File: config.mk
export PLATFORM = sky130hd
export DESIGN_NAME = dmem_req_ctrl
export DESIGN_NICKNAME = d
export VERILOG_FILES = /design/src/rtl/dmem_req_ctrl.sv
export SDC_FILE = /design/constraint.sdc
export NUM_CORES = 1
export LEC_CHECK = 0
export CORE_ASPECT_RATIO = 2
export CORE_MARGIN = 10
export CORE_UTILIZATION = 33
export DETAILED_ROUTE_END_ITERATION = 10
export GPL_ROUTABILITY_DRIVEN = 0
export PLACE_DENSITY = 0.82
export SLEW_MARGIN = 20
export SYNTH_ARGS = -nofsm -noshare
export SYNTH_HDL_FRONTEND = slang
export SYNTH_SLANG_ARGS = --single-unit
File: constraint.sdc
create_clock -name CLK -period 2.2 [get_ports CLK]
set_input_delay 0.44 -clock CLK [delete_from_list [all_inputs] [get_ports CLK]]
set_output_delay 0.44 -clock CLK [all_outputs]
set_load 0.03 [all_outputs]
File: src/rtl/dmem_req_ctrl.sv
// Data-memory request controller: drives dcache strobes, holds enable until completion, latches load data.
// Optional LL/SC reservation tracking is enabled by defining DMEM_LLSC_EN.
module dmem_req_ctrl #(
    parameter int ADDR_W      = 32,
    parameter int DATA_W      = 32,
    parameter int STALL_CNT_W = 16
) (
    input  logic                   CLK,
    input  logic                   RST,
    input  logic                   req_ren,
    input  logic                   req_wen,
    input  logic                   req_atomic,
    input  logic [ADDR_W-1:0]      req_addr,
    input  logic [DATA_W-1:0]      req_wdata,
    input  logic                   halt,
    input  logic                   pipe_ready,
    input  logic                   dhit,
    input  logic [DATA_W-1:0]      dmemload,
    input  logic                   snoop_valid,
    input  logic [ADDR_W-1:0]      snoop_addr,
    input  logic                   stall_clr,
    output logic                   dmemREN,
    output logic                   dmemWEN,
    output logic                   datomic,
    output logic [ADDR_W-1:0]      dmemaddr,
    output logic [DATA_W-1:0]      dmemstore,
    output logic                   enable,
    output logic [DATA_W-1:0]      load_data,
    output logic [STALL_CNT_W-1:0] stall_count
);

    typedef enum logic {IDLE, HELD} state_t;

    state_t            state, state_nxt;
    logic [DATA_W-1:0] load_reg;
    logic              mem_req;
    logic              sc_fail;
    logic              sc_req;
    logic              stall_inc;

    assign sc_req = req_wen & req_atomic;

`ifdef DMEM_LLSC_EN
    logic              resv_valid;
    logic [ADDR_W-1:0] resv_addr;
    logic              resv_match;
    logic              ll_hit;
    logic              sc_done;
    logic              st_clr;
    logic              snoop_hit;
    logic              snoop_on_ll;

    assign resv_match  = resv_valid && (resv_addr[ADDR_W-1:2] == req_addr[ADDR_W-1:2]);
    assign sc_fail     = sc_req & ~resv_match;
    assign ll_hit      = (state == IDLE) & mem_req & dhit & req_ren & req_atomic;
    assign sc_done     = (state == IDLE) & sc_req & ~halt & (sc_fail | (mem_req & dhit));
    assign st_clr      = (state == IDLE) & mem_req & dhit & req_wen & ~req_atomic & resv_match;
    assign snoop_hit   = snoop_valid && (snoop_addr[ADDR_W-1:2] == resv_addr[ADDR_W-1:2]);
    assign snoop_on_ll = snoop_valid && (snoop_addr[ADDR_W-1:2] == req_addr[ADDR_W-1:2]);

    // A snoop to the same word as a concurrent LL hit leaves the reservation clear.
    always_ff @(posedge CLK or posedge RST) begin
        if (RST) begin
            resv_valid <= 1'b0;
            resv_addr  <= '0;
        end else if (ll_hit) begin
            resv_valid <= ~snoop_on_ll;
            resv_addr  <= req_addr;
        end else if (sc_done | st_clr | snoop_hit) begin
            resv_valid <= 1'b0;
        end
    end
`else
    logic unused_snoop;

    assign sc_fail      = 1'b0;
    assign unused_snoop = snoop_valid ^ (^snoop_addr);
`endif

    assign mem_req   = (req_ren | req_wen) & ~halt & ~sc_fail;
    assign stall_inc = (state == IDLE) & mem_req & ~dhit;

    always_comb begin
        state_nxt = state;
        dmemREN   = 1'b0;
        dmemWEN   = 1'b0;
        datomic   = 1'b0;
        dmemaddr  = req_addr;
        dmemstore = req_wdata;
        enable    = pipe_ready;
        load_data = load_reg;
        case (state)
            IDLE: begin
                dmemREN = req_ren & mem_req;
                dmemWEN = req_wen & mem_req;
                datomic = req_atomic & mem_req;
                enable  = (~mem_req | dhit) & pipe_ready;
                if (mem_req & dhit & req_ren) begin
                    load_data = dmemload;
`ifdef DMEM_LLSC_EN
                end else if (mem_req & dhit & sc_req) begin
                    load_data = {{(DATA_W-1){1'b0}}, 1'b1};
                end else if (sc_fail) begin
                    load_data = '0;
`else
                end else if (mem_req & dhit & sc_req) begin
                    load_data = dmemload;
`endif
                end
                if (mem_req & dhit & ~pipe_ready) begin
                    state_nxt = HELD;
                end
            end
            HELD: begin
                // Access already completed; only wait for the rest of the pipe.
                if (pipe_ready) begin
                    state_nxt = IDLE;
                end
            end
        endcase
    end

    always_ff @(posedge CLK or posedge RST) begin
        if (RST) begin
            state    <= IDLE;
            load_reg <= '0;
        end else begin
            state <= state_nxt;
            if ((state == IDLE) && (state_nxt == HELD)) begin
                load_reg <= load_data;
            end
        end
    end

    always_ff @(posedge CLK or posedge RST) begin
        if (RST) begin
            stall_count <= '0;
        end else if (stall_clr) begin
            stall_count <= '0;
        end else if (stall_inc && (stall_count != {STALL_CNT_W{1'b1}})) begin
            stall_count <= stall_count + 1'b1;
        end
    end

endmodule

==> results.md, run 1 <==
- Core area: 9010 um2
- Area growth, synth to finish: 33.4%
- CP Capture Type: primary output
- Outcome: complete, but fails checks
- IO Pins: 254
- Setup_tns: -0.383 ns
- Pins Over Slew Limit: 0
- Mean routed wirelength per cell: 21.0 um
- DR iter-0 viols: 63
- Routed vias: 2109
- First-pass GRT wire length: 12700 um
- Violated checks: setup timing
- # diodes: 0
- Initial Util: 0.337
- Clock buffer depth: 2
- Placed cell area: 3690 um2
- Largest delay share family, worst path: buffers and inverters
- Max Clock Freq: 448 MHz
- PortBufs: 92
- Synth Instances: 274
- Routed Antenna Nets: 0
- Initial antenna violation count: 0
- Hold Crit Class: flop to flop
- Cell count after placement: 406
- CP cell instances: nor2_2 -> nand2_2 -> nor2_4 -> buf_12 -> buf_12 -> mux2_4 -> buf_6
- TritonCTS Buffers: 5
- Path type of the worst setup path: flop to primary output
- Syn Area/Cell: 11.1 um2
- Leak pwr: 0.00178 uW
- Slew @ Worst Pin: 0.553 ns
- Design area: 4050 um2
- Number of hold buffers added after cts: 0
- Clock root cell: clkbuf_16
- Max FFs per register: 32
- DR DRC count: 0
- Distinct cells, synth: 34
- Vias in the first global route: 2376
- Buf/Inv on CP: 3
- Clk sinks: 49
- Total gr overflow: 0
- Worst-path fanout max: 8
- Vias per Instance: 5.05
- Peak supply drop: 529 uV
- Highest-delay cell along the critical path: dfrtp_1
- Post-Syn Area: 3040 um2
- DIE HEIGHT: 156 um
- Final worst slack: -0.0321 ns
- CP peak stage delay: 0.40 ns
- Syn Nets: 413
- WP data required: 1.76 ns
- Pin count of the biggest net entering global routing: 50
- Hpwl dp: 6380 um
- RSZ-0062 raised after global routing: true
- Rows: 49
- Final Hold Vio Count: 0
- Pwr per Cell Area: 810 nW/um2
- Startpoint Class: flop
- Crit path DAT: 1.79 ns
- Critical Path Most Common Cell: buf_12
- Worst-Skew Late Latency: 0.28 ns
- Setup Viol. Count Final: 25
- Worst-path clk slew: 0.06 ns
- Worst Skew: 0.00354 ns
- Synth Register Bits: 49
- Die span in x: 87.9 um
- Slew headroom: 0.629
- Fraction of layout cells with a size suffix above 1: 0.335
- Fin cells: 418
- DRT Pass-1 Iters: 4
- Routed WL: 8770 um
- CTS H-tree lvls: 2
- Yosys warns: 0
- Final period util: 1.01
- Sequential area share after synthesis: 0.403
- Max_cap viols: 0
- Final Critical Period: 2.23 ns
- Global Route Usage Sum: 0.121
- Net count, final: 455
- Die area: 13700 um2
- CTS tree: done
-- worst register-to-register path: cells and delay by family, from the launching register on --
family | cells | cell delay, ns
and+or+nand+nor | 4 | 0.93
DFF | 1 | 0.44
adders and majority gates | 1 | 0.24
buffers and inverters | 1 | 0.16
AOI/OAI and AO/OA | 1 | 0.16
-- layout make-up --
class,count,area (um2)
inverters,4,15.0
repair buffers,110,1180
clock buffers,7,143
multi-input cells,146,1370
flip-flops and latches,49,1230
fillers,831,4960
well taps,102,128
-- path summary, 6_finish.rpt --
| path | start | endpoint | slack [ns] | cells after the start |
|---|---|---|---|---|
| max in group asynchronous | RST | stall_count[12]$_DFFE_PP0P_ | 1.45 | 3 |
| worst min register to register | load_reg[19]$_DFFE_PP0P_ | load_reg[19]$_DFFE_PP0P_ | 0.49 | 1 |
| worst max register to register | stall_count[1]$_DFFE_PP0P_ | stall_count[11]$_DFFE_PP0P_ | 0.15 | 7 |
| worst min-delay path | load_reg[19]$_DFFE_PP0P_ | load_reg[19]$_DFFE_PP0P_ | 0.49 | 1 |
| min in group asynchronous | RST | load_reg[16]$_DFFE_PP0P_ | 0.51 | 3 |
| worst max-delay path | state$_DFF_PP0_ | load_data[16] | -0.03 | 7 |
-- cell usage in the layout, fill, tap and decap left out, drive strengths merged --
cell,instances
mux2,65
buf,53
clkdlybuf4s50,51
dfrtp,49
nor2,19
xnor2,12
clkbuf,8
nor4,7
nand3,5
nor3,5
nand2,5
nand4,4
dlygate4sd2,4
inv,4
a21oi,4
and2,4
and3b,2
or3b,1
or4,1
o21ai,1
nor3b,1
and3,1
nor4b,1
or2,1
o21bai,1
a21boi,1
o21ba,1
nor2b,1
nand2b,1
a31o,1
ha,1
clkdlybuf4s15,1
-- cells in the mapped netlist --
library cell,instances,area (um2)
buf_4,65,488
dfrtp_1,49,1230
mux2_2,35,394
mux2_1,30,338
nor2_1,19,71.3
xnor2_1,12,105
nand2_1,5,18.8
nand3_1,5,25.0
nor3_1,5,25.0
nor4_1,5,31.3
a21oi_1,4,20.0
and2_1,4,25.0
clkbuf_1,4,15.0
inv_1,4,15.0
nand4_1,4,25.0
buf_2,3,15.0
and3b_1,2,17.5
buf_6,2,22.5
nor4_4,2,42.5
a21boi_0,1,7.51
a31o_2,1,8.76
and3_1,1,6.26
buf_1,1,3.75
ha_1,1,12.5
nand2b_1,1,6.26
nor2b_1,1,6.26
nor3b_1,1,7.51
nor4b_1,1,8.76
o21ai_0,1,5.00
o21ba_1,1,10.0
o21bai_1,1,7.51
or2_4,1,8.76
or3b_1,1,8.76
or4_4,1,11.3
-- per-layer routing --
| metal | share of wire | track usage |
|---|---|---|
| met1 | 0.30 | 0.0985 |
| met2 | 0.52 | 0.213 |
| met3 | 0.084 | 0.0356 |
| met4 | 0.095 | 0.118 |
| met5 | 0 | 0 |
-- stage by stage --
stage / util / total power, uW / hold WS, ns / worst slack (ns)
floorplan: - / 2080 / 0.454 / 0.0555
global placement: 0.409 / 2350 / 0.464 / -0.668
detailed placement: 0.409 / 2380 / 0.471 / -0.677
CTS: 0.445 / 3300 / 0.491 / -0.0919
global route: 0.450 / 3450 / 0.498 / -0.0828
finish: 0.450 / 3280 / 0.486 / -0.0321
-- where the power goes --
part           switching (uW)  leakage (uW)  internal [uW]
Sequential               85.5      0.000636           1070
Clock                     313     0.0000700            447
Combinational             654       0.00107            709
Total                    1050       0.00178           2230
-- cells by family (layout without fill, tap and decap cells) --
kind of cell | count (synthesis) | count (layout) | share of synthesized area
and+or+nand+nor | 59 | 59 | 0.114
DFF | 49 | 49 | 0.403
AOI/OAI and AO/OA | 9 | 9 | 0.0194
muxes | 65 | 65 | 0.241
adders and majority gates | 1 | 1 | 0.00412
buffers and inverters | 79 | 121 | 0.184
xor gates and xnor gates | 12 | 12 | 0.0346
-- repair_timing --
action / 4_1_cts / 5_1_grt
resized for setup: 240 / 13
pin swaps: 3 / 4
gates cloned: 2 / 1
buffers inserted: 3 / 0
endpoints found under the setup margin: 34 / 34
Note: power is estimated with default switching activity, not from simulation.
==> inputs of run 2 (changes only) <==
CAP_MARGIN = 20   (was default)
CTS_CLUSTER_SIZE = 20   (was default)
==> results of run 2 <==
No change in the layout: final DEF, timing and power equal those of run 1.
